`src/rtl/mem_pkg.sv`:
```
// Shared types for the memory responder: FSM state encoding, operation kind
// and the default burst length.
package mem_pkg;

  typedef enum logic [1:0] {
    S_IDLE   = 2'd0,
    S_WAIT   = 2'd1,
    S_ACCESS = 2'd2
  } state_e;

  typedef enum logic {
    OP_RD = 1'b0,
    OP_WR = 1'b1
  } op_e;

  // Matches the 3-bit register counter used by load/store-multiple.
  localparam int BURST_LEN = 8;

endpackage

```
`src/rtl/mem_responder_array.sv`:
```
// Single-port synchronous word RAM with a registered read port.
// Contents are never cleared; only the read register honours reset.
module mem_array #(
  parameter int DATA_W = 16,
  parameter int ADDR_W = 8
) (
  input  logic              clk,
  input  logic              rst,
  input  logic              en,
  input  logic              we,
  input  logic [ADDR_W-1:0] addr,
  input  logic [DATA_W-1:0] wdata,
  output logic [DATA_W-1:0] rdata
);

  logic [DATA_W-1:0] mem_q [2**ADDR_W];
  logic [DATA_W-1:0] rdata_q;

  always_ff @(posedge clk) begin
    if (en && we) begin
      mem_q[addr] <= wdata;
    end
  end

  // Read data holds its last value until the next read access.
  always_ff @(posedge clk) begin
    if (rst) begin
      rdata_q <= '0;
    end else if (en && !we) begin
      rdata_q <= mem_q[addr];
    end
  end

  assign rdata = rdata_q;

endmodule

```
`src/rtl/mem_responder.sv`:
```
// Memory-side responder: single-word and burst reads/writes with a fixed
// number of wait states before every beat, reporting completion by pulses.
//
// state    | meaning
// S_IDLE   | waiting for exactly one of mem_rd/mem_wr
// S_WAIT   | inserting WAIT_CYCLES wait states before a beat
// S_ACCESS | one-cycle RAM access for the current beat
module mem_responder #(
  parameter int DATA_W      = 16,
  parameter int ADDR_W      = 8,
  parameter int WAIT_CYCLES = 1,
  parameter int BURST_LEN   = mem_pkg::BURST_LEN
) (
  input  logic              clk,
  input  logic              proc_rst,
  input  logic              mem_rd,
  input  logic              mem_wr,
  input  logic              burst,
  input  logic [15:0]       mem_addr,
  input  logic [DATA_W-1:0] mem_wdata,
  output logic [DATA_W-1:0] mem_rdata,
  output logic              mem_rvalid,
  output logic              mem_wack,
  output logic              mem_last,
  output logic              mem_busy,
  output logic              mem_err
);

  import mem_pkg::*;

  localparam int BEAT_W = (BURST_LEN > 1) ? $clog2(BURST_LEN) : 1;
  localparam int WAIT_W = (WAIT_CYCLES > 0) ? $clog2(WAIT_CYCLES + 1) : 1;
  localparam logic [WAIT_W-1:0] WAIT_LAST = WAIT_W'((WAIT_CYCLES > 0) ? WAIT_CYCLES - 1 : 0);
  localparam logic [BEAT_W-1:0] BEAT_LAST = BEAT_W'(BURST_LEN - 1);
  localparam state_e FIRST_ST = (WAIT_CYCLES > 0) ? S_WAIT : S_ACCESS;

  state_e            state_q, state_d;
  op_e               op_q, op_d;
  logic [ADDR_W-1:0] addr_q, addr_d;
  logic              burst_q, burst_d;
  logic [BEAT_W-1:0] beat_q, beat_d;
  logic [WAIT_W-1:0] wait_q, wait_d;
  logic              rvalid_q, rvalid_d;
  logic              wack_q, wack_d;
  logic              last_q, last_d;
  logic              busy_q, busy_d;
  logic              err_q, err_d;
  logic              ram_en;
  logic              is_last;
  logic              unused_addr_hi;

  assign unused_addr_hi = ^mem_addr[15:ADDR_W];
  assign is_last = !burst_q || (beat_q == BEAT_LAST);

  always_comb begin
    state_d  = state_q;
    op_d     = op_q;
    addr_d   = addr_q;
    burst_d  = burst_q;
    beat_d   = beat_q;
    wait_d   = wait_q;
    rvalid_d = 1'b0;
    wack_d   = 1'b0;
    last_d   = 1'b0;
    err_d    = 1'b0;
    ram_en   = 1'b0;
    case (state_q)
      S_IDLE: begin
        if (mem_rd && mem_wr) begin
          err_d = 1'b1;
        end else if (mem_rd || mem_wr) begin
          op_d    = mem_wr ? OP_WR : OP_RD;
          addr_d  = mem_addr[ADDR_W-1:0];
          burst_d = burst;
          beat_d  = '0;
          wait_d  = '0;
          state_d = FIRST_ST;
        end
      end
      S_WAIT: begin
        if (wait_q == WAIT_LAST) begin
          wait_d  = '0;
          state_d = S_ACCESS;
        end else begin
          wait_d = wait_q + WAIT_W'(1);
        end
      end
      S_ACCESS: begin
        ram_en   = 1'b1;
        rvalid_d = (op_q == OP_RD);
        wack_d   = (op_q == OP_WR);
        if (is_last) begin
          last_d  = 1'b1;
          state_d = S_IDLE;
        end else begin
          beat_d  = beat_q + BEAT_W'(1);
          addr_d  = addr_q + ADDR_W'(1);
          state_d = FIRST_ST;
        end
      end
      default: state_d = S_IDLE;
    endcase
    busy_d = (state_d != S_IDLE);
  end

  always_ff @(posedge clk) begin
    if (proc_rst) begin
      state_q  <= S_IDLE;
      op_q     <= OP_RD;
      addr_q   <= '0;
      burst_q  <= 1'b0;
      beat_q   <= '0;
      wait_q   <= '0;
      rvalid_q <= 1'b0;
      wack_q   <= 1'b0;
      last_q   <= 1'b0;
      busy_q   <= 1'b0;
      err_q    <= 1'b0;
    end else begin
      state_q  <= state_d;
      op_q     <= op_d;
      addr_q   <= addr_d;
      burst_q  <= burst_d;
      beat_q   <= beat_d;
      wait_q   <= wait_d;
      rvalid_q <= rvalid_d;
      wack_q   <= wack_d;
      last_q   <= last_d;
      busy_q   <= busy_d;
      err_q    <= err_d;
    end
  end

  // An access coinciding with reset is dropped so an aborted beat never commits.
  mem_array #(
    .DATA_W(DATA_W),
    .ADDR_W(ADDR_W)
  ) u_array (
    .clk  (clk),
    .rst  (proc_rst),
    .en   (ram_en && !proc_rst),
    .we   (op_q == OP_WR),
    .addr (addr_q),
    .wdata(mem_wdata),
    .rdata(mem_rdata)
  );

  assign mem_rvalid = rvalid_q;
  assign mem_wack   = wack_q;
  assign mem_last   = last_q;
  assign mem_busy   = busy_q;
  assign mem_err    = err_q;

endmodule
```
`config.mk`:
```
export PLATFORM = sky130hd
export DESIGN_NAME = mem_responder
export DESIGN_NICKNAME = d
export VERILOG_FILES = /design/src/rtl/mem_pkg.sv /design/src/rtl/mem_responder_array.sv /design/src/rtl/mem_responder.sv
export SDC_FILE = /design/constraint.sdc
export NUM_CORES = 2
export LEC_CHECK = 0
export ABC_AREA = 0
export CAP_MARGIN = 20
export CORE_ASPECT_RATIO = 1.4
export CORE_MARGIN = 4
export CORE_UTILIZATION = 48
export CTS_CLUSTER_SIZE = 8
export DETAILED_ROUTE_END_ITERATION = 16
export GPL_TIMING_DRIVEN = 0
export PLACE_DENSITY = 0.63
export REMOVE_ABC_BUFFERS = 1
export SYNTH_ARGS = -nofsm -noshare
export SYNTH_HDL_FRONTEND = slang
export SYNTH_SLANG_ARGS = --single-unit
```
`constraint.sdc`:
```
create_clock -name clk -period 5.4 [get_ports clk]
set_clock_uncertainty 0.2 [all_clocks]
set_input_delay 1.08 -clock clk [delete_from_list [all_inputs] [get_ports clk]]
set_output_delay 1.08 -clock clk [all_outputs]
set_load 0.05 [all_outputs]
```
==> flow_results.xml <==
<?xml version="1.0" encoding="UTF-8"?>
<metrics>
  <group name="die">
    <metric name="die_height" unit="µm">687.4</metric>
    <metric name="die_width" unit="µm">493.3</metric>
    <metric name="number_of_placed_i_o_pins" unit="">58</metric>
    <metric name="floorplan.die_area" unit="µm²">339100</metric>
    <metric name="std_cell_core_area" unit="µm²">328400</metric>
    <metric name="rows" unit="">249</metric>
    <metric name="effective_utilization_at_floorplan" unit="">0.4820</metric>
  </group>
  <group name="critical_path">
    <metric name="worst-setup-path-type" unit="">primary input to flop</metric>
    <metric name="setup.worst_path.end_class" unit="">flop</metric>
    <metric name="critPathLaunch" unit="">proc_rst</metric>
    <metric name="critical_path_peak_fanout" unit="">19</metric>
    <metric name="reg_to_reg_setup_timing_slack" unit="ns">0.15</metric>
    <metric name="rr_startpoint" unit="">addr_q[0]</metric>
    <metric name="timing.critical_path.required" unit="ns">5.80</metric>
    <metric name="endpoint" unit="">u_array.mem_q[9][6]</metric>
    <metric name="cp-start-kind" unit="">primary input</metric>
    <metric name="ff2ff_path_depth" unit="">12</metric>
    <metric name="end_of_the_worst_register_to_register_path" unit="">u_array.mem_q[104][7]</metric>
    <metric name="worst_ep_arrival_time" unit="ns">6.03</metric>
  </group>
  <group name="route">
    <metric name="dr_total_vias" unit="">75270</metric>
    <metric name="drt_iter0_drc" unit="">9426</metric>
    <metric name="remaining_drc_errors" unit="">0</metric>
    <metric name="postRouteWirelength" unit="µm">419000</metric>
    <metric name="drt-pass1-iter-count" unit="">5</metric>
    <metric name="routedWlPerCell" unit="µm">35.26</metric>
    <metric name="postRouteAntennaNets" unit="">0</metric>
    <metric name="vias_per_cell" unit="">6.334</metric>
  </group>
  <group name="sta">
    <metric name="min_period_over_period" unit="">1.043</metric>
    <metric name="final_period_minus_worst_setup_slack" unit="ns">5.635</metric>
    <metric name="fmaxAchievable" unit="MHz">177.5</metric>
    <metric name="relSlewSlack" unit="">0.06391</metric>
    <metric name="hold_ws" unit="ns">0.2612</metric>
    <metric name="least_margin_pin_slew" unit="ns">1.404</metric>
    <metric name="final_hold_viol_count" unit="">0</metric>
    <metric name="grt_setup_unrepaired" unit="">yes</metric>
    <metric name="setup_tns" unit="ns">-58.75</metric>
    <metric name="final_setup_vio_count" unit="">634</metric>
    <metric name="final_critical_path_setup_slack" unit="ns">-0.2347</metric>
    <metric name="maxSlewViolCount" unit="">0</metric>
  </group>
  <group name="placement">
    <metric name="dpl.hpwl" unit="µm">258200</metric>
    <metric name="place_congestion" unit="">0.8207</metric>
    <metric name="port_buffers" unit="">49</metric>
  </group>
  <group name="cts">
    <metric name="cts-buffers-inserted" unit="">590</metric>
    <metric name="cts_root_buffer" unit="">sky130_fd_sc_hd__clkbuf_16</metric>
    <metric name="cts.hold.buffers_added" unit="">0</metric>
    <metric name="cts.htree.levels" unit="">6</metric>
    <metric name="clock_sink_count" unit="">4132</metric>
    <metric name="register_clock_pin_slew_on_the_reported_worst_setup_and_hold_paths" unit="ns">0.05</metric>
    <metric name="cts_buffer_depth" unit="">4</metric>
    <metric name="latest_clock_arrival_within_the_worst_skew_pair" unit="ns">0.94</metric>
    <metric name="cts_tree" unit="">built</metric>
  </group>
  <group name="yosys">
    <metric name="ys.warnings.count" unit="">0</metric>
    <metric name="dominantRegCellSynth" unit="">sky130_fd_sc_hd__edfxtp_1</metric>
    <metric name="asyncSetResetFlopFracSynth" unit="">0</metric>
    <metric name="synth-seq-cells" unit="">4132</metric>
    <metric name="postSynthCellCount" unit="">6739</metric>
    <metric name="syn_area" unit="µm²">158300</metric>
    <metric name="postSynthAreaPerCell" unit="µm²">23.48</metric>
    <metric name="synth_cell_type_count" unit="">64</metric>
    <metric name="synth_edf_count" unit="">4096</metric>
    <metric name="ys_seq_area_frac" unit="">0.7817</metric>
  </group>
  <group name="final_layout">
    <metric name="fillers" unit="">23260</metric>
    <metric name="nets" unit="">7413</metric>
    <metric name="syn2layout_area_growth" unit="%">18.29</metric>
    <metric name="proportion_of_layout_cells_with_a_drive_suffix_above_1" unit="">0.3387</metric>
  </group>
  <group name="worst_hold_path">
    <metric name="holdCritPathClass" unit="">flop to flop</metric>
  </group>
  <group name="grt">
    <metric name="overflow" unit="">0</metric>
    <metric name="first_global_vias" unit="">77880</metric>
    <metric name="grt_start_max_net_pins" unit="">173</metric>
    <metric name="grt_antenna_before_repair" unit="">19</metric>
    <metric name="grt.total_usage" unit="">0.2464</metric>
    <metric name="grt_first_pass_wirelength" unit="µm">592500</metric>
  </group>
  <group name="run_status">
    <metric name="failed_checks" unit="">setup timing</metric>
    <metric name="outcome" unit="">finished, violations left</metric>
  </group>
  <group name="flow_run">
    <metric name="drv_cap" unit="">0</metric>
  </group>
  <group name="power">
    <metric name="power_density" unit="nW/µm²">393.8</metric>
    <metric name="power.static_leakage" unit="nW">56.84</metric>
    <metric name="irDropWorstVdd" unit="µV">249.9</metric>
  </group>
</metrics>
-- cell usage in the layout (no fill, tap or decap), drive strengths merged, types with 5 or more instances in the layout --
cell type / synthesis / final
a21oi: 62 / 62
or3: 8 / 8
a31oi: 8 / 8
nand3: 22 / 22
a211oi: 44 / 44
o211ai: 11 / 11
mux2: 29 / 29
and3: 6 / 6
nor3b: 7 / 7
a221oi: 12 / 12
a32oi: 14 / 14
a22oi: 91 / 91
nand4: 17 / 17
o22ai: 32 / 32
a221o: 10 / 10
inv: 5 / 20
nor2b: 33 / 33
clkinv: 2 / 14
nor2: 294 / 294
o2111ai: 5 / 5
diode: 0 / 13
or2: 5 / 5
buf: 279 / 388
a22o: 6 / 6
mux2i: 135 / 135
mux4: 1152 / 1152
clkdlybuf4s50: 0 / 33
o21ai: 13 / 13
clkbuf: 107 / 676
o221ai: 6 / 6
nand2b: 15 / 15
edfxtp: 4096 / 4096
nand2: 94 / 94
and2: 5 / 5
ha: 8 / 8
nor3: 30 / 30
dfxtp: 36 / 36
-- Yosys cell counts (4+ instances only) --
| master | instances | area (µm²) |
|---|---|---|
| sky130_fd_sc_hd__nor2_1 | 294 | 1104 |
| sky130_fd_sc_hd__buf_4 | 35 | 262.8 |
| sky130_fd_sc_hd__a221o_1 | 10 | 100.1 |
| sky130_fd_sc_hd__and2_1 | 5 | 31.28 |
| sky130_fd_sc_hd__mux2i_1 | 135 | 1351 |
| sky130_fd_sc_hd__a21oi_1 | 62 | 310.3 |
| sky130_fd_sc_hd__o221ai_1 | 6 | 52.55 |
| sky130_fd_sc_hd__nand2_1 | 94 | 352.8 |
| sky130_fd_sc_hd__nor4_1 | 4 | 25.02 |
| sky130_fd_sc_hd__a2111oi_0 | 4 | 35.03 |
| sky130_fd_sc_hd__o211ai_1 | 11 | 82.58 |
| sky130_fd_sc_hd__a211oi_1 | 44 | 330.3 |
| sky130_fd_sc_hd__nor2b_1 | 33 | 206.5 |
| sky130_fd_sc_hd__nand4_1 | 17 | 106.4 |
| sky130_fd_sc_hd__a22o_1 | 6 | 52.55 |
| sky130_fd_sc_hd__nand3_1 | 22 | 110.1 |
| sky130_fd_sc_hd__o22ai_1 | 32 | 200.2 |
| sky130_fd_sc_hd__nor3b_1 | 6 | 45.04 |
| sky130_fd_sc_hd__nand2b_1 | 15 | 93.84 |
| sky130_fd_sc_hd__a22oi_1 | 91 | 683.2 |
| sky130_fd_sc_hd__dfxtp_1 | 36 | 720.7 |
| sky130_fd_sc_hd__a31oi_1 | 8 | 50.05 |
| sky130_fd_sc_hd__ha_1 | 8 | 100.1 |
| sky130_fd_sc_hd__or3_1 | 8 | 50.05 |
| sky130_fd_sc_hd__o21ai_0 | 13 | 65.06 |
| sky130_fd_sc_hd__buf_1 | 47 | 176.4 |
| sky130_fd_sc_hd__inv_1 | 5 | 18.77 |
| sky130_fd_sc_hd__clkbuf_1 | 106 | 397.9 |
| sky130_fd_sc_hd__and3_1 | 6 | 37.54 |
| sky130_fd_sc_hd__a221oi_1 | 12 | 105.1 |
| sky130_fd_sc_hd__mux4_2 | 1152 | 25940 |
| sky130_fd_sc_hd__o2111ai_1 | 5 | 43.79 |
| sky130_fd_sc_hd__edfxtp_1 | 4096 | 123000 |
| sky130_fd_sc_hd__buf_6 | 14 | 157.7 |
| sky130_fd_sc_hd__nor3_1 | 29 | 145.1 |
| sky130_fd_sc_hd__or2_2 | 5 | 31.28 |
| sky130_fd_sc_hd__buf_2 | 183 | 915.9 |
| sky130_fd_sc_hd__a32oi_1 | 14 | 122.6 |
| sky130_fd_sc_hd__mux2_2 | 29 | 326.6 |
-- critical path, stage by stage --
cell and delay, ns:
sky130_fd_sc_hd__clkdlybuf4s50_1 1.04, sky130_fd_sc_hd__clkinv_1 0.77, sky130_fd_sc_hd__nand3_1 0.39, sky130_fd_sc_hd__nor3b_2 0.89, sky130_fd_sc_hd__nand2_4 0.77, sky130_fd_sc_hd__nor2_2 0.78
sky130_fd_sc_hd__buf_6 0.24
-- per-layer routing --
| metal | wire length, µm | GRT usage |
|---|---|---|
| met1 | 151700 | 0.3150 |
| met4 | 22870 | 0.1208 |
| met3 | 37360 | 0.06015 |
| met2 | 207000 | 0.3986 |
| met5 | 135 | 0 |
-- worst min path at each step --
stage | slack [ns] | start | cells after the start | endpoint
2_1_floorplan | 0.23 | beat_q[1] | 2 | beat_q[1]
3_3_place_gp | 0.26 | beat_q[1] | 2 | beat_q[1]
3_5_place_dp | 0.25 | beat_q[1] | 2 | beat_q[1]
4_1_cts | 0.20 | mem_wdata[2] | 1 | u_array.mem_q[213][2]
5_1_grt | 0.24 | mem_wdata[2] | 1 | u_array.mem_q[213][2]
6_report | 0.26 | beat_q[1] | 2 | beat_q[1]
-- where the power goes --
group	switching, W	leakage (nW)	internal, W
clock	0.0126	7.80	0.0200
combinational	0.00332	11.9	0.00227
sequential	0.000123	37.1	0.0354
-- cells by family (layout without fill, tap and decap cells) --
group,Yosys count,count (layout),share of synthesized area
AO/OA/AOI/OAI,340,340,0.01537
adder cells (fa/ha/maj),8,8,0.0006325
buffers and inverters,393,1132,0.01227
flip-flops,4132,4132,0.7817
multiplexers,1316,1316,0.1745
other,0,13,0
AND/OR/NAND/NOR,550,550,0.01546
-- area by class of cell --
type,instances,area [µm²],area share
tap,4392,5495,0.02935
clock inverter,28,370.4,0.001978
multi-input combinational,2214,33700,0.1800
timing repair buffer,423,8269,0.04417
clock buffer,674,15570,0.08316
antenna,13,32.53,0.0001738
inverter,7,26.28,0.0001404
sequential,4132,123700,0.6610
-- registers in the layout, indices dropped and copies added, names as in the netlist --
signal	flops
u_array.mem_q	4096
u_array.rdata	16
addr_q	8
beat_q	3
state_q	2
burst_q	1
mem_busy	1
mem_err	1
mem_last	1
mem_rvalid	1
mem_wack	1
op_q	1
-- metrics by stage --
step / util / instances / power (W) / cell area (µm²) / setup slack, ns
2_1_floorplan: - / 6353 / 0.04400 / 156300 / -45.15
3_3_place_gp: 0.4944 / 10790 / 0.04569 / 162300 / -90.31
3_5_place_dp: 0.5204 / 11160 / 0.04165 / 170900 / -1.131
4_1_cts: 0.5692 / 11860 / 0.07418 / 186900 / -0.1338
5_1_grt: 0.5701 / 11880 / 0.07576 / 187200 / -0.1409
6_report: 0.5701 / 11880 / 0.07373 / 187200 / -0.2347
-- repair_timing --
item,in CTS,in global routing
setup buffers,0,4
resized for setup,18,28
hold endpoints to repair,0,0
cloned,0,1
pin swaps,2,1
endpoints found under the setup margin,1097,1864
Power figures use the tool's default switching activity.
